==> src/rtl/top_pkg.sv <==
// top_pkg: bus-wide TL-UL widths shared by every TL-UL block
package top_pkg;
  localparam int TL_AW  = 32;
  localparam int TL_DW  = 32;
  localparam int TL_AIW = 8;
  localparam int TL_DIW = 1;
  localparam int TL_DUW = 16;
  localparam int TL_DBW = TL_DW >> 3;
  localparam int TL_SZW = $clog2($clog2(TL_DBW) + 1);
endpackage

==> src/rtl/tlul_pkg.sv <==
// tlul_pkg: TL-UL channel structs, opcodes and idle defaults
package tlul_pkg;
  typedef enum logic [2:0] {PutFullData = 3'h0, PutPartialData = 3'h1, Get = 3'h4} tl_a_op_e;
  typedef enum logic [2:0] {AccessAck = 3'h0, AccessAckData = 3'h1} tl_d_op_e;
  typedef struct packed {
    logic                        a_valid;
    tl_a_op_e                    a_opcode;
    logic [2:0]                  a_param;
    logic [top_pkg::TL_SZW-1:0]  a_size;
    logic [top_pkg::TL_AIW-1:0]  a_source;
    logic [top_pkg::TL_AW-1:0]   a_address;
    logic [top_pkg::TL_DBW-1:0]  a_mask;
    logic [top_pkg::TL_DW-1:0]   a_data;
    logic                        d_ready;
  } tl_h2d_t;
  typedef struct packed {
    logic                        d_valid;
    tl_d_op_e                    d_opcode;
    logic [2:0]                  d_param;
    logic [top_pkg::TL_SZW-1:0]  d_size;
    logic [top_pkg::TL_AIW-1:0]  d_source;
    logic [top_pkg::TL_DIW-1:0]  d_sink;
    logic [top_pkg::TL_DW-1:0]   d_data;
    logic [top_pkg::TL_DUW-1:0]  d_user;
    logic                        d_error;
    logic                        a_ready;
  } tl_d2h_t;
  localparam tl_h2d_t TL_H2D_DEFAULT = '{a_opcode: PutFullData, d_ready: 1'b1, default: '0};
  localparam tl_d2h_t TL_D2H_DEFAULT = '{d_opcode: AccessAck, default: '0};
endpackage

==> src/rtl/tlul_rr_arb.sv <==
// tlul_rr_arb: round-robin arbiter whose grant can be held while a request is unaccepted
module tlul_rr_arb #(
  parameter int N = 4
) (
  input  logic                 clk_i,
  input  logic                 rst_i,
  input  logic [N-1:0]         req,
  input  logic                 lock,
  output logic [N-1:0]         gnt,
  output logic [$clog2(N)-1:0] gnt_idx
);
  localparam int IW = $clog2(N);
  localparam logic [IW:0] NN = N;
  logic [IW-1:0] ptr, idx_q, sel, pick;
  logic [N-1:0] rot;
  logic [IW:0] sum;
  logic locked_q, any;
  always_comb begin
    rot = N'({req, req} >> ptr);
    sel = '0;
    for (int k = N - 1; k >= 0; k--) if (rot[k]) sel = IW'(k);
    sum = {1'b0, sel} + {1'b0, ptr};
    pick = sum >= NN ? IW'(sum - NN) : sum[IW-1:0];
    gnt_idx = locked_q ? idx_q : pick;
    any = locked_q | (|req);
    gnt = any ? N'(1) << gnt_idx : '0;
  end
  // lock low with a live grant means the device took the request this cycle
  always_ff @(posedge clk_i) begin
    if (rst_i) begin
      ptr <= '0;
      idx_q <= '0;
      locked_q <= 1'b0;
    end else begin
      locked_q <= lock;
      idx_q <= gnt_idx;
      if (any && !lock) ptr <= gnt_idx == IW'(N - 1) ? '0 : gnt_idx + IW'(1);
    end
  end
endmodule

==> src/rtl/tlul_socket_m1.sv <==
// tlul_socket_m1: N-host to 1-device TL-UL socket with per-host outstanding limits
module tlul_socket_m1
  import tlul_pkg::*;
#(
  parameter int NumHosts       = 4,
  parameter int MaxOutstanding = 4,
  parameter int HostIdxW       = $clog2(NumHosts)
) (
  input  logic        clk_i,
  input  logic        rst_i,
  input  tl_h2d_t     tl_h_i [NumHosts],
  output tl_d2h_t     tl_h_o [NumHosts],
  output tl_h2d_t     tl_d_o,
  input  tl_d2h_t     tl_d_i,
  output logic [3:0]  outst_o [NumHosts],
  output logic        src_err_o
);
  localparam int CntW = $clog2(MaxOutstanding + 1);
  localparam int AIW = top_pkg::TL_AIW;
  logic [CntW-1:0] outst [NumHosts];
  logic [NumHosts-1:0] elig, gnt, a_hs, d_hs, d_hit, zero;
  logic [$clog2(NumHosts)-1:0] gidx;
  logic lock;
  always_comb begin
    for (int i = 0; i < NumHosts; i++) begin
      elig[i] = tl_h_i[i].a_valid && outst[i] != CntW'(MaxOutstanding);
      zero[i] = outst[i] == '0;
      outst_o[i] = 4'(outst[i]);
    end
  end
  tlul_rr_arb #(.N(NumHosts)) u_arb (
    .clk_i   (clk_i),
    .rst_i   (rst_i),
    .req     (elig),
    .lock    (lock),
    .gnt     (gnt),
    .gnt_idx (gidx)
  );
  // host tag occupies the low source bits so responses can be routed back
  always_comb begin
    tl_d_o = TL_H2D_DEFAULT;
    if (|gnt) begin
      tl_d_o = tl_h_i[gidx];
      tl_d_o.a_source = {tl_h_i[gidx].a_source[AIW-HostIdxW-1:0], HostIdxW'(gidx)};
    end
    lock = tl_d_o.a_valid & ~tl_d_i.a_ready;
    d_hit = '0;
    tl_d_o.d_ready = 1'b1;
    for (int i = 0; i < NumHosts; i++) begin
      d_hit[i] = tl_d_i.d_source[HostIdxW-1:0] == HostIdxW'(i);
      if (d_hit[i]) tl_d_o.d_ready = tl_h_i[i].d_ready;
      tl_h_o[i] = tl_d_i;
      tl_h_o[i].d_source = tl_d_i.d_source >> HostIdxW;
      tl_h_o[i].d_valid = tl_d_i.d_valid & d_hit[i];
      tl_h_o[i].a_ready = gnt[i] & tl_d_i.a_ready;
      a_hs[i] = tl_h_o[i].a_ready & tl_h_i[i].a_valid;
      d_hs[i] = tl_h_o[i].d_valid & tl_h_i[i].d_ready;
    end
  end
  always_ff @(posedge clk_i) begin
    if (rst_i) begin
      for (int i = 0; i < NumHosts; i++) outst[i] <= '0;
      src_err_o <= 1'b0;
    end else begin
      for (int i = 0; i < NumHosts; i++) begin
        if (a_hs[i] && !d_hs[i]) outst[i] <= outst[i] + CntW'(1);
        else if (d_hs[i] && !a_hs[i] && !zero[i]) outst[i] <= outst[i] - CntW'(1);
      end
      if ((tl_d_i.d_valid && !(|d_hit)) || |(d_hs & zero)) src_err_o <= 1'b1;
    end
  end
endmodule

==> config.mk <==
export PLATFORM = sky130hd
export DESIGN_NAME = tlul_socket_m1
export DESIGN_NICKNAME = d
export VERILOG_FILES = /design/src/rtl/top_pkg.sv /design/src/rtl/tlul_pkg.sv /design/src/rtl/tlul_rr_arb.sv /design/src/rtl/tlul_socket_m1.sv
export SDC_FILE = /design/constraint.sdc
export NUM_CORES = 1
export LEC_CHECK = 0
export ABC_AREA = 1
export BUFFER_PORTS_ARGS = -buffer_cell sky130_fd_sc_hd__buf_2
export CORE_AREA = 3 3 306 308
export DETAILED_ROUTE_END_ITERATION = 16
export DIE_AREA = 0 0 309 311
export MAX_ROUTING_LAYER = met4
export PLACE_DENSITY = 0.3
export SKIP_LAST_GASP = 1
export SLEW_MARGIN = 0
export SYNTH_ARGS = -nofsm -noshare
export SYNTH_HDL_FRONTEND = slang
export SYNTH_SLANG_ARGS = --single-unit
==> constraint.sdc <==
create_clock -name clk_i -period 5 [get_ports clk_i]
set_input_delay 0.5 -clock clk_i [delete_from_list [all_inputs] [get_ports clk_i]]
set_output_delay 0.5 -clock clk_i [all_outputs]
set_load 0.02 [all_outputs]
### Word-level counts from Yosys, hierarchy flattened

Memories as Yosys holds them, arrays and structs flattened.
Index checks and enable logic that the tools add are counted.

| storage, ports and cells | value |
|---|---|
| flip-flop bits (word level) | 6 |
| memory bits (writable) | 12 |
| input port bits | 414 |
| output and inout bits | 375 |
| memories | 1 |

| operators by class | value |
|---|---|
| $add $sub $neg | 11 |
| $lt $le $gt $ge | 2 |
| equal/unequal tests | 8 |
| shift-type cells | 2 |
| mux-type cells | 54 |
| bitwise logic cells | 29 |
| reduce and logical (&&, ||, !) cells | 42 |

Memories:

| name | words | bits a word | rd ports | clocked after Yosys merged registers in | write ports | line | source |
|---|---|---|---|---|---|---|---|
| outst | 4 | 3 | 4 | 0 | 4 | tlul_socket_m1.sv:20 | `logic [CntW-1:0] outst [NumHosts];` |

Operators by type and width:

| cell | number |
|---|---|
| $mux 86 | 3 |
| $bmux 86 s2 | 1 |
| $mux 1 | 34 |
| $mux 3 | 8 |
| $logic_and 1x1->1 | 18 |
| $and 1x1->1 | 17 |
| $reduce_or 4->1 | 4 |
| $logic_not 1->1 | 14 |
| $mux 2 | 7 |
| $add 3x1->3 const B | 4 |
| $logic_not 3->1 | 4 |
| $ne 3x3->1 const B | 4 |
| $sub 3x1->3 const B | 4 |
| $or 1x1->1 | 9 |
| $shr 8x2->4 | 1 |
| $eq 2x2->1 const B | 3 |
| $ge 3x3->1 const B | 2 |
| $and 4x4->4 | 1 |
| $mux 4 | 1 |
| $shl 1x2->4 const A | 1 |
| $add 2x2->3 | 1 |
| $not 2->3 | 1 |
| $add 2x1->2 const B | 1 |
| $eq 2x1->1 const B | 1 |
| other kinds (4) | 4 |

### Depth between registers and ports, before layout

Gate-level depths: netlist of run 1.
An unclocked memory read counts as a cell.

| depth | value |
|---|---|
| depth in word-level cells | 24 |
| mapped depth | 23 |

### Hierarchy

Synthesis of run 1 repeated with hierarchy kept, for this count alone.

| second synthesis, totals | value |
|---|---|
| cell total of the unflattened synthesis | 1138 |
| area total of the unflattened synthesis | 6408.6 um^2 |

Modules (own cells, without submodules):

| module | times used | cells each | area an instance (um^2) |
|---|---|---|---|
| tlul_socket_m1 | 1 | 1068 | 5973.2 |
| tlul_rr_arb | 1 | 70 | 435.4 |

### Least setup slack after synthesis of run 1

No wires, ideal clock.

| path | value |
|---|---|
| kind | flip-flop to output port |
| from | memory outst[3][0] (netlist name) |
| to | output tl_d_o[1] (netlist name) |
| arrival | 3.400 ns |
| required time | 4.500 ns |
| slack | 1.100 ns |
| stages on the path, launching flop included | 21 |
| path buffers | 4 |
| cells stage by stage | edfxtp_1 -> inv_1 -> ha_1 -> a21oi_2 -> nand2_1 -> nand3_1 -> nand2_1 -> a31oi_1 -> nor2_1 -> ha_1 -> a21oi_2 -> inv_1 -> clkbuf_1 -> clkbuf_1 -> ha_1 -> o21ai_1 -> nand2_2 -> buf_6 -> buf_6 -> o21ai_1 -> inv_1 |

RTL lines:

| item | line | source |
|---|---|---|
| start: declaration | tlul_socket_m1.sv:20 |  |
| end: declaration | tlul_socket_m1.sv:13 | `output tl_h2d_t tl_d_o,` |

==> flow_summary.yaml, run 1 <==
run_status:
  status: "complete, no violations"
logic_synthesis:
  yosysMostFrequentCell: "nand2_1"
  yosysSeqAreaShare_pct: 6.81
  yosys_most_used_dff: "edfxtp_1"
  netlist_top_cells_count: "376 x nand2_1, 273 x buf_4, 115 x a21oi_1"
  synth_edf_count: 12
  synth-seq-cells: 18
  syn-instance-count: 1204
  synth-async-reset-ratio_pct: 0
  synth_area_leaders: "buf_4 29%, nand2_1 20%, a21oi_1 8.2%"
  synth.top_cell.area_share_pct: 29.1
  synth_top_family_by_area: "buffers and inverters"
  yosys_warnings: 0
  synthMuxAreaShare_pct: 0.160
  synth_fa_ha_area_share_pct: 1.92
  synth_area_mm2: 0.00705
  ys_types: 38
  synth_compound_area_share_pct: 23.1
  syn_area_per_cell_um2: 5.86
  synthSimpleGateAreaFrac_pct: 26.2
  synth_largest_area_cell: "buf_4"
  synth_xor_area_share_pct: 0.745
setup_path:
  worst-setup-path-type: "flop to output port"
  worstPathArrival_ns: 4.10
  crit_required_ns: 4.50
  r2r_slack_ns: 1.20
  critPathMaxStageDelay_ns: 0.40
  end_kind: "output port"
  crit_fanout: 51
  rr_startpoint: "outst[3][0]"
  critPathSlowestCell: "edfxtp_1"
  r2r-end: "outst[1][2]"
  startpoint_type: "flop"
  path_cells: "inv_1 > ha_1 > a21oi_2 > nand2_1 > nand2_1 > nand2_1 > nand2_2 > a31oi_1 > nor2_1 > ha_1 > xor2_1 > nand3_1 > nand3_2 > nand2_8 > ha_1 > o21ai_1 > nand2_4 > buf_12 > o21ai_1 > inv_1 > buf_2"
  r2r_cells: 20
routing:
  first_iter_violations: 307
  drt-pass1-iter-count: 4
  wl_per_cell_um: 14.2
  via_per_inst: 3.00
  drc: 0
  drt-total-wl_mm: 36.0
  vias: 7634
  ant_nets: 0
floorplanning:
  die_x_um: 309
  die_area_mm2: 0.0961
  start_util_pct: 7.72
  core_area_mm2: 0.0914
  ios: 789
  die-height_um: 311
  rows: 111
clocking:
  insertion_delay_ns: 0.26
  numCtsBuffers: 3
  clock_sinks: 18
  clockBufferDepth: 2
  tritoncts: "done"
  cts_hold_buf: 0
  h-tree-depth: 1
  clockRootBuffer: "clkbuf_16"
  clkTransAtPathRegs_ns: 0.06
hold_path:
  hp-class: "flop to flop"
  hp-start: "src_err_o"
  holdPathEnd: "src_err_o"
  hold_depth: 2
grt:
  grt_pass1_vias: 7778
  grt_antenna_before_repair: 5
  grt_pass1_wl_mm: 50.0
  grt-ovfl-total: 0
  grt_max_degree: 75
  track_usage_pct: 7.05
sta:
  fin_worst_skew_ns: 0.00931
  period_share_pct: 92.0
  slew_headroom_pct: 61.6
  fin_tns_setup_ns: 0
  fmax_mhz: 217
  finalSetupViolCount: 0
  tightest_slew_ns: 0.577
  finalCriticalPeriod_ns: 4.60
  fin_hold_ws_ns: 0.546
  grt_setup_unrepaired: "no"
  timing_hold_violations_final: 0
  drv_slew: 0
layout:
  instances_no_fill: 2541
  areaGrowthSynthToFinish_pct: 23.4
  drive_above_1_share_pct: 42.9
  finalNetCount: 1775
  fin_util_pct: 9.52
run:
  maxCapViolCount: 0
placement:
  place_inst: 2533
  port_buffers: 448
  dp_hpwl_mm: 29.9
  place_congestion: 0.712
-- logic make-up after synthesis --
family,Yosys count
and+or+nand+nor,455
buffers and inverters,445
AOI/OAI and AO/OA,269
DFF,18
adders and majority gates,9
xor gates and xnor gates,6
other,1
muxes,1
-- metrics by stage --
stage / worst slack (ns) / instance area (um2)
floorplan: 1.10 / 7090
global placement: 0.628 / 8610
detailed placement: 0.662 / 8610
CTS: 0.362 / 8690
global route: 0.0412 / 8700
finish: 0.398 / 8700
-- cell usage in the layout (no fill, tap or decap), drive strengths merged, types with 2 or more instances in the layout --
cell type / count
o21ai: 89
nor3: 5
buf: 466
fa: 3
nand2: 385
ha: 6
edfxtp: 12
nand3: 33
dfxtp: 6
conb: 12
a21oi: 177
or2: 2
xnor2: 4
clkbuf: 3
xor2: 2
nor2: 27
inv: 111
diode: 4
-- per-layer routing --
metal  global-route usage, %  wire [um]  vias up  part of all wire, %
met4                    1.02        392        0                  1.1
met5                       -          0        -                    0
met1                    8.08      15100     3309                   42
met2                    11.8      16300      507                   45
li1                        -          -     3795                    -
met3                    2.78       4310       23                   12
-- registers in the layout, indices dropped and copies added (netlist names) --
signal,count
outst,12
u_arb.idx_q,2
u_arb.ptr,2
src_err_o,1
u_arb.locked_q,1
-- critical path, delay by kind of cell (launching register included) --
| family | cells | cell delay (ns) |
|---|---|---|
| compound gates | 4 | 0.87 |
| xor+xnor | 1 | 0.22 |
| fa+ha+maj | 3 | 0.69 |
| buf+inv | 4 | 0.48 |
| flops | 1 | 0.40 |
| simple gates | 9 | 1.06 |
-- layout make-up --
class	instances	area [um2]
antenna	4	10.0
clock buffer	3	75.1
clock inverter	1	3.75
fill	11000	82700
inverter	111	422
multi-input combinational	752	3750
sequential	18	480
tap	1186	1480
timing repair buffer	466	2480
-- worst max path at each step --
stage                      from        end  slack (ns)  cells after the start
floorplan           outst[3][0]  tl_d_o[1]        1.10                     20
global placement    outst[3][0]  tl_d_o[2]        0.63                     21
detailed placement  outst[3][0]  tl_d_o[2]        0.66                     21
CTS                 outst[3][0]  tl_d_o[2]        0.36                     21
global route        outst[3][0]  tl_d_o[2]        0.04                     21
finish              outst[3][0]  tl_d_o[2]        0.40                     21
-- repair_timing --
item,CTS,global route
endpoints found under the setup margin,0,1
gates resized for setup,0,1
buffers inserted,0,0
Power of run 1 is not shown: default switching activity piles up to over one toggle a cycle in this logic, so the estimate is an artifact.
==> run 2: changes to the inputs <==
--- a/config.mk
+++ b/config.mk
@@ -5,11 +5,10 @@
 export SDC_FILE = /design/constraint.sdc
 export NUM_CORES = 1
 export LEC_CHECK = 0
-export ABC_AREA = 1
 export BUFFER_PORTS_ARGS = -buffer_cell sky130_fd_sc_hd__buf_2
-export CORE_AREA = 3 3 306 308
+export CORE_AREA = 3 3 308 310
 export DETAILED_ROUTE_END_ITERATION = 16
-export DIE_AREA = 0 0 309 311
+export DIE_AREA = 0 0 311 313
 export MAX_ROUTING_LAYER = met4
 export PLACE_DENSITY = 0.3
 export SKIP_LAST_GASP = 1
==> run 2 against run 1 <==
  * Synthesized area decreased by 12%
  * Synthesized cell count decreased by 46%
  * Critical path depth decreased by 8
  * Sequential share of layout area increased by 0.39 points
  * Core utilization decreased by 0.68 points
  * Cell count decreased by 18%
  * Count of clock-buffer cells in the layout increased by 1
  * Critical endpoint is now tl_d_o[21]
==> flow_summary.yaml, run 2 <==
run_status:
  status: "complete, no violations"
layout:
  largest_registers: "outst: 12 flops, u_arb.idx_q: 2 flops, u_arb.ptr: 2 flops"
  layout_common_cells: "448 x buf_2, 83 x mux4_2, 83 x nor2b_1, 25 x nor2_1, 20 x nand2_1"
  instances_no_fill: 2081
  finalInstanceArea_mm2: 0.00813
  fin_util_pct: 8.84
  regArea_um2: 480
  final_common_cell: "buf_2"
  finalNetCount: 1254
  drive_above_1_share_pct: 68.8
  top_register: "outst"
  largest_reg_flops: 12
  areaGrowthSynthToFinish_pct: 31.7
  multi_input_area_mm2: 0.00351
  nFillCells: 10800
setup_path:
  critPathLaunch: "outst[0][1]"
  r2r_cells: 15
  worst-setup-path-type: "flop to output port"
  startpoint_type: "flop"
  rr_startpoint: "outst[0][1]"
  r2r-end: "outst[1][2]"
  crit_required_ns: 4.50
  crit_path_end: "tl_d_o[21]"
  r2r_slack_ns: 0.64
  worstPathArrival_ns: 4.19
  end_kind: "output port"
  crit_fanout: 18
sta:
  fmax_mhz: 213
  fin_hold_ws_ns: 0.425
  timing_hold_violations_final: 0
  drv_slew: 0
  finalSetupViolCount: 0
  period_share_pct: 93.7
  tightest_slew_ns: 0.612
  fin_tns_setup_ns: 0
  fin_worst_skew_ns: 0.00303
  grt_setup_unrepaired: "no"
  slew_headroom_pct: 58.9
  setup_ws_ns: 0.313
  finalCriticalPeriod_ns: 4.69
routing:
  routed-wl-met2_mm: 16.2
  highest_layer: "met4"
  drt-pass1-iter-count: 4
  ant_nets: 0
  drt-total-wl_mm: 34.8
  met3WireLength_mm: 4.38
  drc: 0
  first_iter_violations: 262
  wl_met1_mm: 12.9
  via_per_inst: 2.66
  vias: 5529
  wl_per_cell_um: 16.7
clocking:
  post-cts-setup-buffers: 0
  numCtsBuffers: 3
  clock_sinks: 18
  clockBufferDepth: 2
  insertion_delay_ns: 0.26
  h-tree-depth: 1
  clockRootBuffer: "clkbuf_16"
  clkTransAtPathRegs_ns: 0.06
  cts_resized: 0
  tritoncts: "done"
  cts_hold_buf: 0
logic_synthesis:
  synth-seq-cells: 18
  synthSimpleGateAreaFrac_pct: 16.7
  synth_fa_ha_area_share_pct: 2.19
  synth-async-reset-ratio_pct: 0
  syn-instance-count: 651
  yosysSeqAreaShare_pct: 7.79
  syn_area_per_cell_um2: 9.48
  synth_edf_count: 12
  ys_types: 60
  synth_compound_area_share_pct: 4.60
  synthMuxAreaShare_pct: 32.0
  synth_largest_area_cell: "buf_4"
  yosysMostFrequentCell: "buf_4"
  yosys_most_used_dff: "edfxtp_1"
  yosys_warnings: 0
  netlist_top_cells_count: "274 x buf_4, 83 x mux4_2, 83 x nor2b_1"
  synth_area_leaders: "buf_4 33%, mux4_2 30%, nor2b_1 8.4%"
  synth.top_cell.area_share_pct: 33.3
  synth_area_mm2: 0.00617
  synth_top_family_by_area: "buffers and inverters"
  synth_xor_area_share_pct: 0.426
placement:
  place_area_mm2: 0.00802
  port_buffers: 448
  pre_cts_ws_ns: 0.553
  place_inst: 2069
  place_congestion: 0.981
  dp_hpwl_mm: 31.4
power_and_ir_drop:
  power.density_mw_per_mm2: 874
  peakVddDrop_mv: 0.352
  leakage_nw: 3.37
  fin_total_pwr_mw: 7.10
hold_path:
  hp-class: "primary input to flop"
floorplanning:
  die-height_um: 313
  rows: 111
  core_area_mm2: 0.0919
  die_area_mm2: 0.0973
  start_util_pct: 6.71
  ios: 789
  die_x_um: 311
grt:
  grt_pass1_wl_mm: 46.5
  grt_max_degree: 70
  grt_antenna_before_repair: 21
  grt_pass1_vias: 5860
  grt-ovfl-total: 0
  track_usage_pct: 6.83
run:
  maxCapViolCount: 0
-- run 2: cell types whose count changed after synthesis, moves of 11 or more --
cell,before,now
clkbuf_1,36,9
inv_2,13,1
nand2_1,376,20
a21oi_2,62,1
inv_1,98,12
o21ai_0,14,3
o21ai_1,64,0
nor2b_1,0,83
mux4_2,0,83
o21ai_2,11,0
nand3_1,27,6
a21oi_1,115,8
-- run 2: where the power goes --
| group | leakage, nW | total [mW] | internal, mW | switching, mW |
|---|---|---|---|---|
| clock | 0.0442 | 0.190 | 0.122 | 0.0677 |
| combinational | 3.16 | 6.66 | 2.82 | 3.84 |
| sequential | 0.175 | 0.254 | 0.201 | 0.0534 |
| total | 3.37 | 7.10 | 3.14 | 3.96 |
-- run 2: cell type report --
type | instances | share of cell area [%]
Clock buffer | 4 | 1.09
Tap cell | 1243 | 19.1
Inverter | 13 | 0.631
Multi-Input combinational cell | 332 | 43.2
Antenna cell | 8 | 0.246
Sequential cell | 18 | 5.91
Timing Repair Buffer | 463 | 29.7
-- run 2: cells by family (layout without fill, tap and decap cells) --
family                     after synthesis  in the layout
and+or+nand+nor                        180            180
muxes                                   92             92
other                                    1             20
AOI/OAI and AO/OA                       36             36
adders and majority gates                9              9
DFF                                     18             18
xor gates and xnor gates                 3              3
buffers and inverters                  312            480
-- run 2: worst min path at each step --
stage	slack [ns]	endpoint	cells after the start	startpoint
after floorplan	0.52	u_arb.ptr[1]	2	u_arb.ptr[1]
after global placement	0.55	src_err_o	2	src_err_o
after detailed placement	0.55	src_err_o	2	src_err_o
after CTS	0.42	u_arb.locked_q	2	tl_d_i[0]
after global routing	0.42	u_arb.locked_q	2	tl_d_i[0]
final	0.43	u_arb.locked_q	2	tl_d_i[0]
-- run 2: metal layers --
metal | vias to the layer above | track usage (%)
met1 | 2604 | 7.40
met2 | 498 | 10.8
met4 | 0 | 2.60
li1 | 2383 | -
met5 | - | -
met3 | 44 | 3.29
-- run 2: critical path: stages (launching register included) --
cell	delay, ns
edfxtp_1	0.46
or3b_1	0.45
nand2_1	0.18
nor3b_1	0.21
a41oi_1	0.06
o2111ai_1	0.29
ha_1	0.29
and2b_2	0.23
a21oi_4	0.20
buf_12	0.15
buf_4	0.34
mux4_2	0.69
nor2b_1	0.18
buf_2	0.16
No activity file was read; power rests on OpenSTA's default activity.
